### config.mk
export PLATFORM = sky130hd
export DESIGN_NAME = temp_bcd_formatter
export DESIGN_NICKNAME = d
export VERILOG_FILES = /design/src/rtl/temp_bcd_formatter.sv
export SDC_FILE = /design/constraint.sdc
export NUM_CORES = 1
export LEC_CHECK = 0
export ABC_AREA = 1
export BUFFER_PORTS_ARGS = -buffer_cell sky130_fd_sc_hd__buf_2
export CORE_ASPECT_RATIO = 1.5
export CORE_UTILIZATION = 45
export CTS_BUF_LIST = sky130_fd_sc_hd__clkbuf_8
export CTS_CLUSTER_DIAMETER = 100
export DETAILED_ROUTE_END_ITERATION = 10
export PLACE_DENSITY_LB_ADDON = 0.1
export SLEW_MARGIN = 30
export SYNTH_ARGS = -nofsm -noshare
export SYNTH_HDL_FRONTEND = slang
export SYNTH_SLANG_ARGS = --single-unit
### constraint.sdc
create_clock -name clk -period 6.12 [get_ports clk]
set_input_delay 1.836 -clock clk [delete_from_list [all_inputs] [get_ports clk]]
set_output_delay 1.836 -clock clk [all_outputs]
set_load 0.005 [all_outputs]
### src/rtl/temp_bcd_formatter.sv
// rtl/temp_bcd_formatter.sv - debounced ADT7420 13-bit word to sign + BCD digits
module temp_bcd_formatter #(
  parameter int STABLE_CYCLES = 64
) (
  input  logic        clk,
  input  logic        reset,
  input  logic [15:0] raw,
  output logic        sign,
  output logic [3:0]  bcd_hund,
  output logic [3:0]  bcd_tens,
  output logic [3:0]  bcd_ones,
  output logic [3:0]  bcd_tenth,
  output logic        valid,
  output logic        busy
);

  localparam logic [2:0] S_IDLE = 3'd0;
  localparam logic [2:0] S_WAIT = 3'd1;
  localparam logic [2:0] S_LOAD = 3'd2;
  localparam logic [2:0] S_CONV = 3'd3;
  localparam logic [2:0] S_DONE = 3'd4;

  localparam logic [7:0] CNT_LAST = 8'(STABLE_CYCLES - 1);

  logic [2:0]  state_q, state_d;
  logic [12:0] last_raw_q, last_raw_d;
  logic [12:0] cand_q, cand_d;
  logic [7:0]  cnt_q, cnt_d;
  logic [3:0]  it_q, it_d;
  logic [20:0] shreg_q, shreg_d;
  logic        neg_q, neg_d;
  logic [3:0]  tenth_r_q, tenth_r_d;
  logic        sign_q, sign_d;
  logic [3:0]  hund_q, hund_d;
  logic [3:0]  tens_q, tens_d;
  logic [3:0]  ones_q, ones_d;
  logic [3:0]  tenth_q, tenth_d;
  logic        valid_q, valid_d;

  logic [12:0] temp_in;
  logic [13:0] cand_ext;
  logic [13:0] mag;
  logic [7:0]  frac_x10;
  logic [20:0] adj;
  logic        unused_bits;

  assign temp_in     = raw[15:3];
  assign unused_bits = ^{raw[2:0], mag[13], frac_x10[3:0]};

  // Double-dabble correction: a BCD nibble of 5 or more gets +3 before the shift
  function automatic logic [3:0] add3(input logic [3:0] n);
    return (n >= 4'd5) ? n + 4'd3 : n;
  endfunction

  // Magnitude of the candidate in 14 bits so -4096 maps cleanly to 4096
  always_comb begin
    cand_ext = {cand_q[12], cand_q};
    mag      = cand_q[12] ? (~cand_ext + 14'd1) : cand_ext;
    frac_x10 = {4'b0, mag[3:0]} * 8'd10;
    adj      = {add3(shreg_q[20:17]), add3(shreg_q[16:13]), add3(shreg_q[12:9]), shreg_q[8:0]};
  end

  // Next-state: stability wait, load, one shift per clock, publish results
  always_comb begin
    state_d   = state_q;
    last_raw_d = last_raw_q;
    cand_d    = cand_q;
    cnt_d     = cnt_q;
    it_d      = it_q;
    shreg_d   = shreg_q;
    neg_d     = neg_q;
    tenth_r_d = tenth_r_q;
    sign_d    = sign_q;
    hund_d    = hund_q;
    tens_d    = tens_q;
    ones_d    = ones_q;
    tenth_d   = tenth_q;
    valid_d   = 1'b0;
    case (state_q)
      S_IDLE: begin
        if (temp_in != last_raw_q) begin
          cand_d  = temp_in;
          cnt_d   = 8'd0;
          state_d = S_WAIT;
        end
      end
      S_WAIT: begin
        if (temp_in != cand_q) begin
          cand_d = temp_in;
          cnt_d  = 8'd0;
        end else if (cnt_q == CNT_LAST) begin
          state_d = S_LOAD;
        end else begin
          cnt_d = cnt_q + 8'd1;
        end
      end
      S_LOAD: begin
        neg_d     = cand_q[12];
        tenth_r_d = frac_x10[7:4];
        shreg_d   = {12'b0, mag[12:4]};
        it_d      = 4'd0;
        state_d   = S_CONV;
      end
      S_CONV: begin
        shreg_d = {adj[19:0], 1'b0};
        it_d    = it_q + 4'd1;
        if (it_q == 4'd8) state_d = S_DONE;
      end
      S_DONE: begin
        sign_d     = neg_q;
        hund_d     = shreg_q[20:17];
        tens_d     = shreg_q[16:13];
        ones_d     = shreg_q[12:9];
        tenth_d    = tenth_r_q;
        valid_d    = 1'b1;
        last_raw_d = cand_q;
        state_d    = S_IDLE;
      end
      default: state_d = S_IDLE;
    endcase
  end

  // State and output registers; reset aborts any conversion in flight
  always_ff @(posedge clk or negedge reset) begin
    if (!reset) begin
      state_q    <= S_IDLE;
      last_raw_q <= 13'd0;
      cand_q     <= 13'd0;
      cnt_q      <= 8'd0;
      it_q       <= 4'd0;
      shreg_q    <= 21'd0;
      neg_q      <= 1'b0;
      tenth_r_q  <= 4'd0;
      sign_q     <= 1'b0;
      hund_q     <= 4'd0;
      tens_q     <= 4'd0;
      ones_q     <= 4'd0;
      tenth_q    <= 4'd0;
      valid_q    <= 1'b0;
    end else begin
      state_q    <= state_d;
      last_raw_q <= last_raw_d;
      cand_q     <= cand_d;
      cnt_q      <= cnt_d;
      it_q       <= it_d;
      shreg_q    <= shreg_d;
      neg_q      <= neg_d;
      tenth_r_q  <= tenth_r_d;
      sign_q     <= sign_d;
      hund_q     <= hund_d;
      tens_q     <= tens_d;
      ones_q     <= ones_d;
      tenth_q    <= tenth_d;
      valid_q    <= valid_d;
    end
  end

  assign sign      = sign_q;
  assign bcd_hund  = hund_q;
  assign bcd_tens  = tens_q;
  assign bcd_ones  = ones_q;
  assign bcd_tenth = tenth_q;
  assign valid     = valid_q;
  assign busy      = (state_q != S_IDLE);

endmodule

Word level (Yosys, flattened, before mapping):

Index checks and enable logic that the tools add are counted.

* $add $sub $neg: 6
* multipliers: 1
* magnitude comparators: 3
* equal/unequal tests: 14
* mux-type cells: 19
* bitwise gates (word level): 1
* reduce and logical (&&, ||, !) cells: 7

Operators by type and width (count)
* case mux 21 bit (2 select lines): 1
* 2-to-1 mux 13 bit: 3
* != test 13 bit: 2
* case mux 13 bit (2 select lines): 1
* 2-to-1 mux 8 bit: 3
* case mux 8 bit (2 select lines): 1
* 2-to-1 mux 3 bit: 5
* adder 13 x 1 -> 13 bit (second input constant): 1
* inverter 13 bit: 1
* >= comparator 4 x 3 -> 1 bit (second input constant): 3
* case mux 3 bit (4 select lines): 1
* != test 2 bit (second input constant): 5
* adder 4 x 2 -> 4 bit (second input constant): 2
* adder 8 x 1 -> 8 bit (second input constant): 1
* == test 8 x 6 -> 1 bit (second input constant): 1
* 2-to-1 mux 4 bit: 2
* case mux 4 bit (2 select lines): 1
* multiplier 4 x 3 -> 7 bit (second input constant): 1
* == test 3 x 2 -> 1 bit (second input constant): 2
* AND reduction 3 bit: 2
* adder 4 x 1 -> 4 bit (second input constant): 1
* == test 4 bit (second input constant): 1
* AND reduction 4 bit: 1
* nonzero test 2 bit: 2
* other kinds (7): 7

* bits in registers: 85
* output and inout port bits: 19
* logic and storage cells: 65

Depth between registers and ports, before layout:

* depth after elaboration: 4
* depth in mapped cells: 14
* gate-level depth less buffers: 12

Worst setup path after synthesis:

Ideal clock, no wire load.

* path type: input to register
* start point: input raw[3]
* end point: register cand_q[7]
* library setup time: 117 ps
* arrival time: 2789 ps
* path slack: 3214 ps
* stages: 12
* cell sequence: inv_1 > nand2_1 > nand2_1 > nor2_1 > nand2_1 > nor2_4 > nand2_4 > nand2_4 > nand2_4 > buf_2 > nand3_1 > nand2_1

* word-level cells in the longest chain between the ends: 3

Ends and longest elaborated chain
* start, declared: RTL line 7 `input logic [15:0] raw,`
* != test 13 bit, on equally long branches: RTL line 88, 81
* != test 2 bit (no source line)
* AND reduction 3 bit (no source line) *
* end signal, assigned: RTL line 143 `cand_q <= cand_d;`
* end, declared: RTL line 27 `logic [12:0] cand_q, cand_d;`

Mark *: on every way between the ends. The rest lies on a longest branch, timed or not.
A chain may end at the register's enable or synchronous reset.

Worst setup path in the final report:

* start point: input raw[8]
* end point: register cand_q[12]

The elaborated chain is that of the path after synthesis.

==> results.toml <==
[run_status]
status = "finished, violations left"
violations = "DRC"

[sta]
period_share = 0.524
max_freq_mhz = 312
rsz0062_at_grt = "no"
hold_viol = 0
finalSetupTns_ns = 0
period_minus_slack_ns = 3.21
drv_slew = 0
hold_slack_ns = 0.481
tightest_slew_ns = 0.799
finClkSkew_ns = 0.00627
setup_violations = 0
slew_headroom = 0.466

[global_route]
antenna_found_initial = 0
overflow = 0
grt_pass1_wl_mm = 17.2
grt_max_degree = 59
grt_pass1_vias = 3645
grt_usage = 0.207

[placed_design]
port_buffers = 33
gp_congestion = 0.825
hpwlAfterDp_mm = 7.21
dpl-instance-area_sq_um = 4830

[clock_tree]
clock_latency_ns = 0.37
clk_path_buf_depth = 2
ctsHoldBuffers = 0
cts_setup_buffers = 0
clock_sinks = 85
cts_buffers = 9
htreeDepth = 3
post_cts_resized = 0
clkTransAtPathRegs_ns = 0.08
cts_tree = "built"
cts_root_buf = "clkbuf_8"

[critical_path]
worstSetupPathType = "primary input to flip-flop"
worst_ep_arrival_time_ns = 3.52
crit_fanout = 14
crit_required_ns = 6.43
endpoint_kind = "flip-flop"
timing.rr.end = "tenth_r_q[2]"
r2r_cells = 7
critPathLaunchType = "primary input"
rr_startpoint = "cand_q[12]"
r2r_setup_slack_ns = 3.67

[pwr]
p_leak_nw = 2.67
powerDensity_nw_per_um2 = 278
vdd_ir_drop_max_mv = 0.115
power_mw = 1.41

[synthesis]
syn_avg_cell_area_sq_um = 7.77
ys_ff_latch = 85
syn-num-nets = 619
synthArstFlopShare = 1.00
yosysSeqAreaShare = 0.466
synth_cell_type_count = 36
syn_inst = 587
yosysWarningCount = 0
synth_ff_type = "dfrtp_1"
synth_edf_count = 0
syn-cell-area_sq_um = 4560

[hold_path]
min_from = "bcd_ones[1]"
holdPathEnd = "bcd_ones[1]"
hold_path_class = "flip-flop to flip-flop"
holdPathStages = 2

[drt]
vias = 3774
routed_wl_mm = 10.2
wl_per_cell_um = 13.8
postRouteAntennaNets = 0
route.detailed.drc = 8
drtIter0Drc = 200
firstDrtPassIters = 7
via_per_inst = 5.10

[die]
rows = 44
die_h_um = 125
io-pin-count = 37
dieArea_sq_um = 10600
core_area_sq_um = 9740
initial_core_util = 0.468
die_w_um = 84.2

[final_layout]
register_area_sq_um = 2130
layout_commonest_cell = "nand2_1"
most-common-layout-cells = "186 x nand2_1, 85 x dfrtp_1, 74 x inv_1, 55 x o21ai_0, 43 x nand3_1"
fin_util = 0.519
multi_input_area_sq_um = 2070
nets = 652
drive_gt1_frac = 0.115
postLayoutCellArea_sq_um = 5050
fillers = 971
area_delta_synth_final_pct = 10.8
insertedDiodeCount = 0

[run]
max_cap_violations = 0
how the worst max path moves through the flow:
stage                 from    endpoint  slack, ns  cells after the start
finish              raw[8]  cand_q[12]       2.91                     11
global route        raw[8]   cand_q[0]       2.68                     11
CTS                 raw[8]   cand_q[1]       2.84                     11
detailed placement  raw[8]   cand_q[1]       2.45                     11
global placement    raw[8]  cand_q[12]       2.52                     11
floorplan           raw[3]   cand_q[7]       3.21                     12
stage by stage:
step	cells	setup WS, ns
2_1_floorplan	587	3.21
3_3_place_gp	724	2.52
3_5_place_dp	724	2.45
4_1_cts	740	2.84
5_1_grt	740	2.68
6_report	740	2.91
synth_stat cells, types with 2 or more instances:
cell	count	area (sq um)
nand2_4	4	45.0
nand2_1	186	698
o21bai_1	3	22.5
o221ai_1	3	26.3
o22ai_1	6	37.5
or2_2	4	25.0
nor3_1	4	20.0
buf_2	2	10.0
xnor2_1	8	70.1
xor2_1	10	87.6
o32ai_1	2	17.5
a21oi_1	10	50.1
o211ai_1	2	15.0
clkbuf_1	9	33.8
ha_1	13	163
nand3_1	43	215
nand2_2	2	12.5
dfrtp_1	85	2130
nor2_1	35	131
nand4_1	5	31.3
a32o_1	3	30.0
nor2_2	2	12.5
inv_2	5	18.8
nor4_1	2	12.5
inv_1	74	278
o21ai_0	55	275
sequential cells by signal (all words and copies together), names as in the netlist, 8 cells and up:
signal / count
cand_q: 13
cnt_q: 8
last_raw_q: 13
shreg_q: 21
cell families after synthesis:
family | synth area share
AO/OA/AOI/OAI | 0.108
XOR/XNOR | 0.0346
adder cells (fa/ha/maj) | 0.0400
buffers and inverters | 0.0804
flip-flops | 0.466
AND/OR/NAND/NOR | 0.271
power by group:
part / internal [mW] / switching (mW)
sequential: 0.636 / 0.0486
combinational: 0.112 / 0.155
clock: 0.240 / 0.214
area by class of cell:
class | count | area share
sequential | 85 | 0.421
inverter | 80 | 0.0594
multi-input combinational | 408 | 0.409
timing repair buffer | 36 | 0.0376
clock buffer | 10 | 0.0272
clock inverter | 6 | 0.0171
tap | 115 | 0.0285
metal layers:
| layer | wire length [um] | part of all wire | vias up | global-route usage |
|---|---|---|---|---|
| li1 | - | - | 1930 | - |
| met2 | 5180 | 0.51 | 63 | 0.364 |
| met4 | 263 | 0.026 | 0 | 0.100 |
| met3 | 256 | 0.025 | 17 | 0.0317 |
| met1 | 4480 | 0.44 | 1764 | 0.245 |
| met5 | 0 | 0 | - | 0 |
critical path, cell delays in order:
cell and delay, ns:
buf_2 0.12, inv_1 0.06, nand2_1 0.05, nand2_1 0.05
nor2_1 0.16, nand2_1 0.09, nor2_1 0.22, nand2_1 0.44
nand2_4 0.34, nand2_1 0.08, nand2_1 0.07
No activity file was read; power rests on OpenSTA's default activity.
